`src/rtl/cmos_pixel_packer.sv`:
```
// Packs RATIO narrow camera beats into one wide pixel, with frame skip and line error flag.
// Optional per-frame line/pixel statistics are built when CMOS_PACK_STATS_EN is defined.
//
// state        | meaning
// WAIT_FRAME   | idle until vsync_i falls, then skip or go active
// SKIP         | discarding a whole frame, leaves on next vsync_i rise
// ACTIVE       | accepting beats and emitting pixels until vsync_i rises
module cmos_pixel_packer #(
  parameter int IN_W        = 8,
  parameter int RATIO       = 2,
  parameter int SKIP_FRAMES = 0
) (
  input  logic                    pclk,
  input  logic                    rst,
  input  logic                    vsync_i,
  input  logic                    de_i,
  input  logic [IN_W-1:0]         pdata_i,
  input  logic                    swap_i,
  output logic [IN_W*RATIO-1:0]   pdata_o,
  output logic                    de_o,
  output logic                    sof_o,
  output logic                    eol_o,
  output logic                    line_act_o,
  output logic                    err_o,
  output logic [11:0]             line_cnt_o,
  output logic [11:0]             pix_cnt_o
);

  localparam int OUT_W = IN_W * RATIO;

  localparam logic [1:0] S_WAIT_FRAME = 2'd0;
  localparam logic [1:0] S_SKIP       = 2'd1;
  localparam logic [1:0] S_ACTIVE     = 2'd2;

  logic [1:0]      r_state;
  logic            r_vsync_d;
  logic            r_de_d;
  logic            r_swap;
  logic            r_first;
  logic [3:0]      r_skip_cnt;
  logic [1:0]      r_beat_cnt;
  logic [IN_W-1:0] r_slot [RATIO];

  logic            w_vs_rise;
  logic            w_vs_fall;
  logic            w_de_acc;
  logic            w_last_beat;
  logic            w_line_end;
  logic            w_enter_active;
  logic [IN_W-1:0] w_beats [RATIO];
  logic [OUT_W-1:0] w_pixel;

  assign w_vs_rise      = vsync_i & ~r_vsync_d;
  assign w_vs_fall      = ~vsync_i & r_vsync_d;
  assign w_de_acc       = de_i & ~vsync_i & (r_state == S_ACTIVE);
  assign w_last_beat    = w_de_acc & (r_beat_cnt == 2'(RATIO - 1));
  assign w_line_end     = r_de_d & ~w_de_acc & (r_state == S_ACTIVE);
  assign w_enter_active = (r_state == S_WAIT_FRAME) & w_vs_fall &
                          (r_skip_cnt == 4'(SKIP_FRAMES));

  // Current beat bypasses its slot so the pixel is ready on the last beat's edge.
  always_comb begin
    w_pixel = '0;
    for (int k = 0; k < RATIO; k++) begin
      w_beats[k] = (2'(k) == r_beat_cnt) ? pdata_i : r_slot[k];
      if (r_swap)
        w_pixel[k*IN_W +: IN_W] = w_beats[k];
      else
        w_pixel[(RATIO-1-k)*IN_W +: IN_W] = w_beats[k];
    end
  end

  always_ff @(posedge pclk) begin
    if (rst) begin
      for (int k = 0; k < RATIO; k++) r_slot[k] <= '0;
    end else begin
      for (int k = 0; k < RATIO; k++)
        if (w_de_acc && (2'(k) == r_beat_cnt)) r_slot[k] <= pdata_i;
    end
  end

  always_ff @(posedge pclk) begin
    if (rst) begin
      r_state    <= S_WAIT_FRAME;
      r_vsync_d  <= 1'b0;
      r_de_d     <= 1'b0;
      r_swap     <= 1'b0;
      r_first    <= 1'b0;
      r_skip_cnt <= 4'd0;
      r_beat_cnt <= 2'd0;
      pdata_o    <= '0;
      de_o       <= 1'b0;
      sof_o      <= 1'b0;
      eol_o      <= 1'b0;
      line_act_o <= 1'b0;
      err_o      <= 1'b0;
    end else begin
      r_vsync_d  <= vsync_i;
      r_de_d     <= w_de_acc;
      line_act_o <= de_i;
      de_o       <= w_last_beat;
      sof_o      <= w_last_beat & r_first;
      eol_o      <= w_line_end;

      if (w_last_beat) begin
        pdata_o <= w_pixel;
        r_first <= 1'b0;
      end

      // A line that ends mid-pixel drops the partial beats and latches the error.
      if (w_line_end && (r_beat_cnt != 2'd0)) err_o <= 1'b1;

      if (w_de_acc)
        r_beat_cnt <= w_last_beat ? 2'd0 : r_beat_cnt + 2'd1;
      else
        r_beat_cnt <= 2'd0;

      case (r_state)
        S_WAIT_FRAME: begin
          if (w_vs_fall) begin
            if (w_enter_active) begin
              r_state <= S_ACTIVE;
              r_swap  <= swap_i;
              r_first <= 1'b1;
            end else begin
              r_state <= S_SKIP;
            end
          end
        end
        S_SKIP: begin
          if (w_vs_rise) begin
            r_state <= S_WAIT_FRAME;
            if (r_skip_cnt != 4'(SKIP_FRAMES)) r_skip_cnt <= r_skip_cnt + 4'd1;
          end
        end
        S_ACTIVE: begin
          if (w_vs_rise) r_state <= S_WAIT_FRAME;
        end
        default: r_state <= S_WAIT_FRAME;
      endcase
    end
  end

`ifdef CMOS_PACK_STATS_EN
  logic [11:0] r_line_cnt;
  logic [11:0] r_pix_line;
  logic [11:0] r_pix_last;

  always_ff @(posedge pclk) begin
    if (rst) begin
      r_line_cnt <= 12'd0;
      r_pix_line <= 12'd0;
      r_pix_last <= 12'd0;
    end else if (w_enter_active) begin
      r_line_cnt <= 12'd0;
      r_pix_line <= 12'd0;
    end else if (w_line_end) begin
      if (r_line_cnt != 12'hFFF) r_line_cnt <= r_line_cnt + 12'd1;
      r_pix_last <= r_pix_line;
      r_pix_line <= 12'd0;
    end else if (w_last_beat && (r_pix_line != 12'hFFF)) begin
      r_pix_line <= r_pix_line + 12'd1;
    end
  end

  assign line_cnt_o = r_line_cnt;
  assign pix_cnt_o  = r_pix_last;
`else
  assign line_cnt_o = 12'd0;
  assign pix_cnt_o  = 12'd0;
`endif

endmodule

```
`config.mk`:
```
export PLATFORM = sky130hd
export DESIGN_NAME = cmos_pixel_packer
export DESIGN_NICKNAME = d
export VERILOG_FILES = /design/src/rtl/cmos_pixel_packer.sv
export SDC_FILE = /design/constraint.sdc
export NUM_CORES = 1
export LEC_CHECK = 0
export BUFFER_PORTS_ARGS = -buffer_cell sky130_fd_sc_hd__buf_4
export CORE_MARGIN = 10
export CORE_UTILIZATION = 30
export CTS_CLUSTER_DIAMETER = 50
export CTS_CLUSTER_SIZE = 10
export DETAILED_ROUTE_END_ITERATION = 8
export PLACE_DENSITY = 0.54
export SLEW_MARGIN = 20
export SYNTH_ARGS = -nofsm -noshare
export SYNTH_HDL_FRONTEND = slang
export SYNTH_SLANG_ARGS = --single-unit
```
`constraint.sdc`:
```
create_clock -name pclk -period 2.28 [get_ports pclk]
set_clock_uncertainty 0.05 [all_clocks]
set_input_delay 0.456 -clock pclk [delete_from_list [all_inputs] [get_ports pclk]]
set_output_delay 0.456 -clock pclk [all_outputs]
set_load 0.005 [all_outputs]
```
* Word level (Yosys, flattened, before mapping)
Memories as Yosys holds them, arrays and structs flattened. Cells that the tools add are included.
Word-level totals: flip-flop bits (word level) 33, memory bits (writable) 16, input bits 13, memories kept 1
Memories:
- r_slot | words 2, width 8, read ports 2, clocked after memory_dff 0, wr ports 2, line 42 | logic [IN_W-1:0] r_slot [RATIO];
Operators by class: add/sub/neg operators 2, equal/unequal tests 6, mux-type cells 22, bitwise operators 15, reduce and logical (&&, ||, !) cells 13
Operators with widths (number):
- $mux 8 | 6
- $mux 1 | 12
- $and 1x1->1 | 10
- $mux 2 | 3
- $reduce_and 3->1 | 2
- $add 4x1->4 const B | 1
- $eq 2x1->1 const B | 2
- $logic_not 2->1 | 2
- $logic_not 4->1 | 1
- $pmux 2 s2 | 1
- $reduce_bool 4->1 | 1
- $logic_and 1x1->1 | 3
- $not 1->1 | 3
- $reduce_or 3->1 | 1
- $add 2x1->2 const B | 1
- $eq 1x2->1 const A | 1
- $eq 2x2->1 const B | 1
- $ne 2x1->1 const B | 1
- $ne 2x2->1 const B | 1
- $or 1x1->1 | 2
- $reduce_and 2->1 | 1
- $reduce_bool 2->1 | 1
- $reduce_or 2->1 | 1

* Depth between registers and ports, before layout
word-level depth 8, depth in mapped cells 7

* Least setup slack after synthesis
OpenSTA, ideal clock, no wires.
kind register -> register, start register r_beat_cnt[1], end memory r_slot[1][2], in the netlist r_slot[0][10], enable pin, setup time 0.273 ns, arrival 1.323 ns, setup slack 0.635 ns, stages on the path, launching flop included 7, path buffers 2, period minus slack after synthesis 1.645 ns, cells stage by stage dfxtp_1 > inv_1 > ha_1 > buf_4 > a31oi_2 > buf_6 > inv_1
RTL lines:
- start, declared | line 41 | logic [1:0] r_beat_cnt;
- start signal, assigned | line 114 | r_beat_cnt <= w_last_beat ? 2'd0 : r_beat_cnt + 2'd1;
- end, declared | line 42

* Worst setup path in the final report
start register r_beat_cnt[0], end register pdata_o[10]
Between the ends: cells in the longest elaborated chain, start to end 3, elaborated cells between the ends (all ways) 7, classes of those cells eq/ne (2); mux (3); bitwise (1); reduce/logical (1)
RTL lines:
- $eq 1x2->1 / $logic_not 2->1 (equally long branches) | line 56, 65
- $mux 8 | line 65 | w_beats[k] = (2'(k) == r_beat_cnt) ? pdata_i : r_slot[k];
- $mux 8 | line 66 | if (r_swap)
- end signal, assigned | line 106 | pdata_o <= w_pixel;
- end, declared | line 19 | output logic [IN_W*RATIO-1:0] pdata_o,
Several ways; a longest one is shown, not always the timed one. A chain may end at the register's enable or synchronous reset.

==> impl_metrics.csv <==
group,metric,value,unit
placed_design,gp_congestion,0.688,
synthesis,netlist_area,2300,sq um
worst_setup_path,start_kind,"flip-flop",
cts,clk_pin_slew_worst_paths,0.09,ns
routing,wl_per_cell,13.4,um
cts,cts_setup_buffers,0,
final_layout,final_cells,350,
sta,final.setup.worst_slack,0.382,ns
synthesis,synth-edff-count,16,
global_route,grt_pass1_vias,1511,
sta,tightest_slew,0.628,ns
floorplan,coreArea,7330,sq um
synthesis,synth.top_cells.by_count,"dfxtp_1 (33), buf_4 (25), nor2_1 (17), a22o_1 (16), edfxtp_1 (16)",
synthesis,synth_seq_area_share,0.497,
sta,tns,0,ns
routing,routed_wl,4.69,mm
outcome,run_status,"finished clean",
global_route,grt_max_degree,34,
routing,drc,0,
placed_design,placedCellCount,342,
global_route,grt_use_total,0.0799,
cts,clk_latency,0.30,ns
sta,hold_viol_final,0,
final_layout,antenna_cells,0,
final_layout,final_nets,270,
worst_setup_path,cpMaxStageDelayCell,"ha_1",
floorplan,fp.dieW,108,um
sta,maxSlewHeadroom,0.581,
final_layout,syn_to_final_growth,14.6,%
cts,clockBufferDepth,2,
sta,finalCriticalPeriod,1.90,ns
synthesis,ys_types,37,
worst_setup_path,worstPathRequired,2.42,ns
power,fin_total_pwr,1.53,mW
power,powerDensity,583,nW/um^2
cts,holdBufCountCts,0,
floorplan,initial_core_util,0.313,
cts,cts_inserted_buffers,5,
cts,htree_levels,2,
final_layout,drive_gt1_frac,0.223,
routing,avgViaCountPerCell,4.24,
worst_setup_path,timing_worst_setup_path_type,"flip-flop to flip-flop",
synthesis,synth_area_leaders,"dfxtp_1 (29%), edfxtp_1 (21%), buf_4 (8.2%), a22o_1 (6.1%), mux2i_1 (3.9%)",
hold_path,hold_depth,2,
global_route,grt_overflow,0,
synthesis,ys.flop_type,"dfxtp_1",
cts,cts_root_buf,"clkbuf_8",
routing,via_count,1483,
power,vdd_ir_drop_max,256,uV
floorplan,fp-row-count,31,
global_route,antenna_found_initial,0,
placed_design,dp_hpwl,3.53,mm
hold_path,hold_class,"primary input to flip-flop",
synthesis,yosysTopAreaCell,"dfxtp_1",
routing,first_pass_iters,4,
synthesis,async_reset_ff_frac,0,
worst_setup_path,cp.arrival,2.04,ns
floorplan,dieArea,11600,sq um
worst_setup_path,crit_chain,"ha_1 -> mux2_2 -> nand2_1 -> o21ai_0 -> a22o_1",
placed_design,dp_slack,0.408,ns
sta,grt_setup_unrepaired,"no",
synthesis,syn_avg_cell_area,10.6,sq um
synthesis,yosysMostFrequentCell,"dfxtp_1",
sta,period_share,0.832,
floorplan,io_pins,58,
worst_setup_path,reg2regPathDepth,5,
routing,ant_nets,0,
synthesis,yosys_warnings,0,
sta,drv_slew,0,
global_route,grt_pass1_wl,7.43,mm
sta,fmax,527,MHz
run,maxCapViolCount,0,
cts,clkSinkCount,49,
power,leakagePower,1.12,nW
synthesis,yosysTopAreaCellShare,0.288,
worst_setup_path,end_kind,"flip-flop",
sta,setup_violations,0,
floorplan,die_h,108,um
worst_setup_path,critical_path.max_fanout,13,
cts,cts_resized,0,
placed_design,portBuffers,33,
routing,drt_iter0_drc,54,
synthesis,synth-seq-cells,49,
cts,cts_tree,"built",
synthesis,postSynthCellCount,217,
worst_setup_path,critPathMaxStageDelay,0.57,ns
logic make-up after synthesis:
family          after synthesis  synth area share
buf+inv                      40             0.111
other cells                   1           0.00163
xor+xnor                      3            0.0114
fa+ha+maj                     7            0.0381
simple gates                 58             0.137
compound gates               42             0.126
flops                        49             0.497
mux                          17            0.0784
cells in the final DEF, fill, tap and decap left out, types with 5 or more instances in the layout:
| cell type | netlist | routed |
|---|---|---|
| mux2i_1 | 9 | 9 |
| dfxtp_1 | 33 | 33 |
| nand2_1 | 13 | 13 |
| inv_1 | 8 | 8 |
| a22o_1 | 16 | 16 |
| mux2_2 | 8 | 8 |
| buf_4 | 25 | 35 |
| ha_1 | 7 | 7 |
| edfxtp_1 | 16 | 16 |
| conb_1 | 1 | 24 |
| a21oi_1 | 12 | 12 |
| clkbuf_8 | 0 | 5 |
| nor2_1 | 17 | 17 |
| and2_1 | 9 | 9 |
| o21ai_0 | 9 | 9 |
final cells by class:
cell class,instances,area (sq um)
Tap cell,99,124
Sequential cell,49,1140
Multi-Input combinational cell,151,988
Fill cell,762,4700
Timing Repair Buffer,35,263
Clock inverter,3,17.5
Clock buffer,5,68.8
Inverter,8,30.0
per-stage QoR:
stage / utilization / cell area, sq um / hold slack (ns)
2_1_floorplan: - / 2380 / 0.360
3_3_place_gp: 0.347 / 2550 / 0.382
3_5_place_dp: 0.347 / 2550 / 0.385
4_1_cts: 0.359 / 2630 / 0.330
5_1_grt: 0.359 / 2630 / 0.337
6_report: 0.359 / 2630 / 0.333
path summary, 6_finish.rpt:
check	startpoint	slack [ns]	endpoint
hold / removal	de_i	0.33	line_act_o
hold reg to reg	r_de_d	0.40	eol_o
setup / recovery	r_beat_cnt[0]	0.38	pdata_o[10]
setup reg to reg	r_beat_cnt[0]	0.38	pdata_o[10]
routing by layer:
metal | vias to the layer above | GRT usage | routed length [um]
met5 | - | 0 | 0
met4 | 0 | 0.0315 | 74
met3 | 5 | 0.0174 | 264
met2 | 40 | 0.130 | 2180
met1 | 669 | 0.100 | 2180
li1 | 769 | - | -
worst max-delay path: cells and delay by family (launching register included):
family	cells	cell delay [ns]
muxes	1	0.42
AOI/OAI and AO/OA	2	0.32
and+or+nand+nor	1	0.06
adders and majority gates	1	0.57
DFF	1	0.36
state kept, by name, indices dropped and copies added (netlist names):
signal,count
r_vsync_d,1
r_slot,16
r_beat_cnt,2
r_skip_cnt,4
r_de_d,1
r_state,2
sof_o,1
de_o,1
r_swap,1
pdata_o,16
r_first,1
eol_o,1
line_act_o,1
err_o,1
power by group:
part / internal [mW] / switching (mW)
clock: 0.212 / 0.281
combinational: 0.0479 / 0.0725
sequential: 0.915 / 0.00582
(Power assumes the default switching activity.)
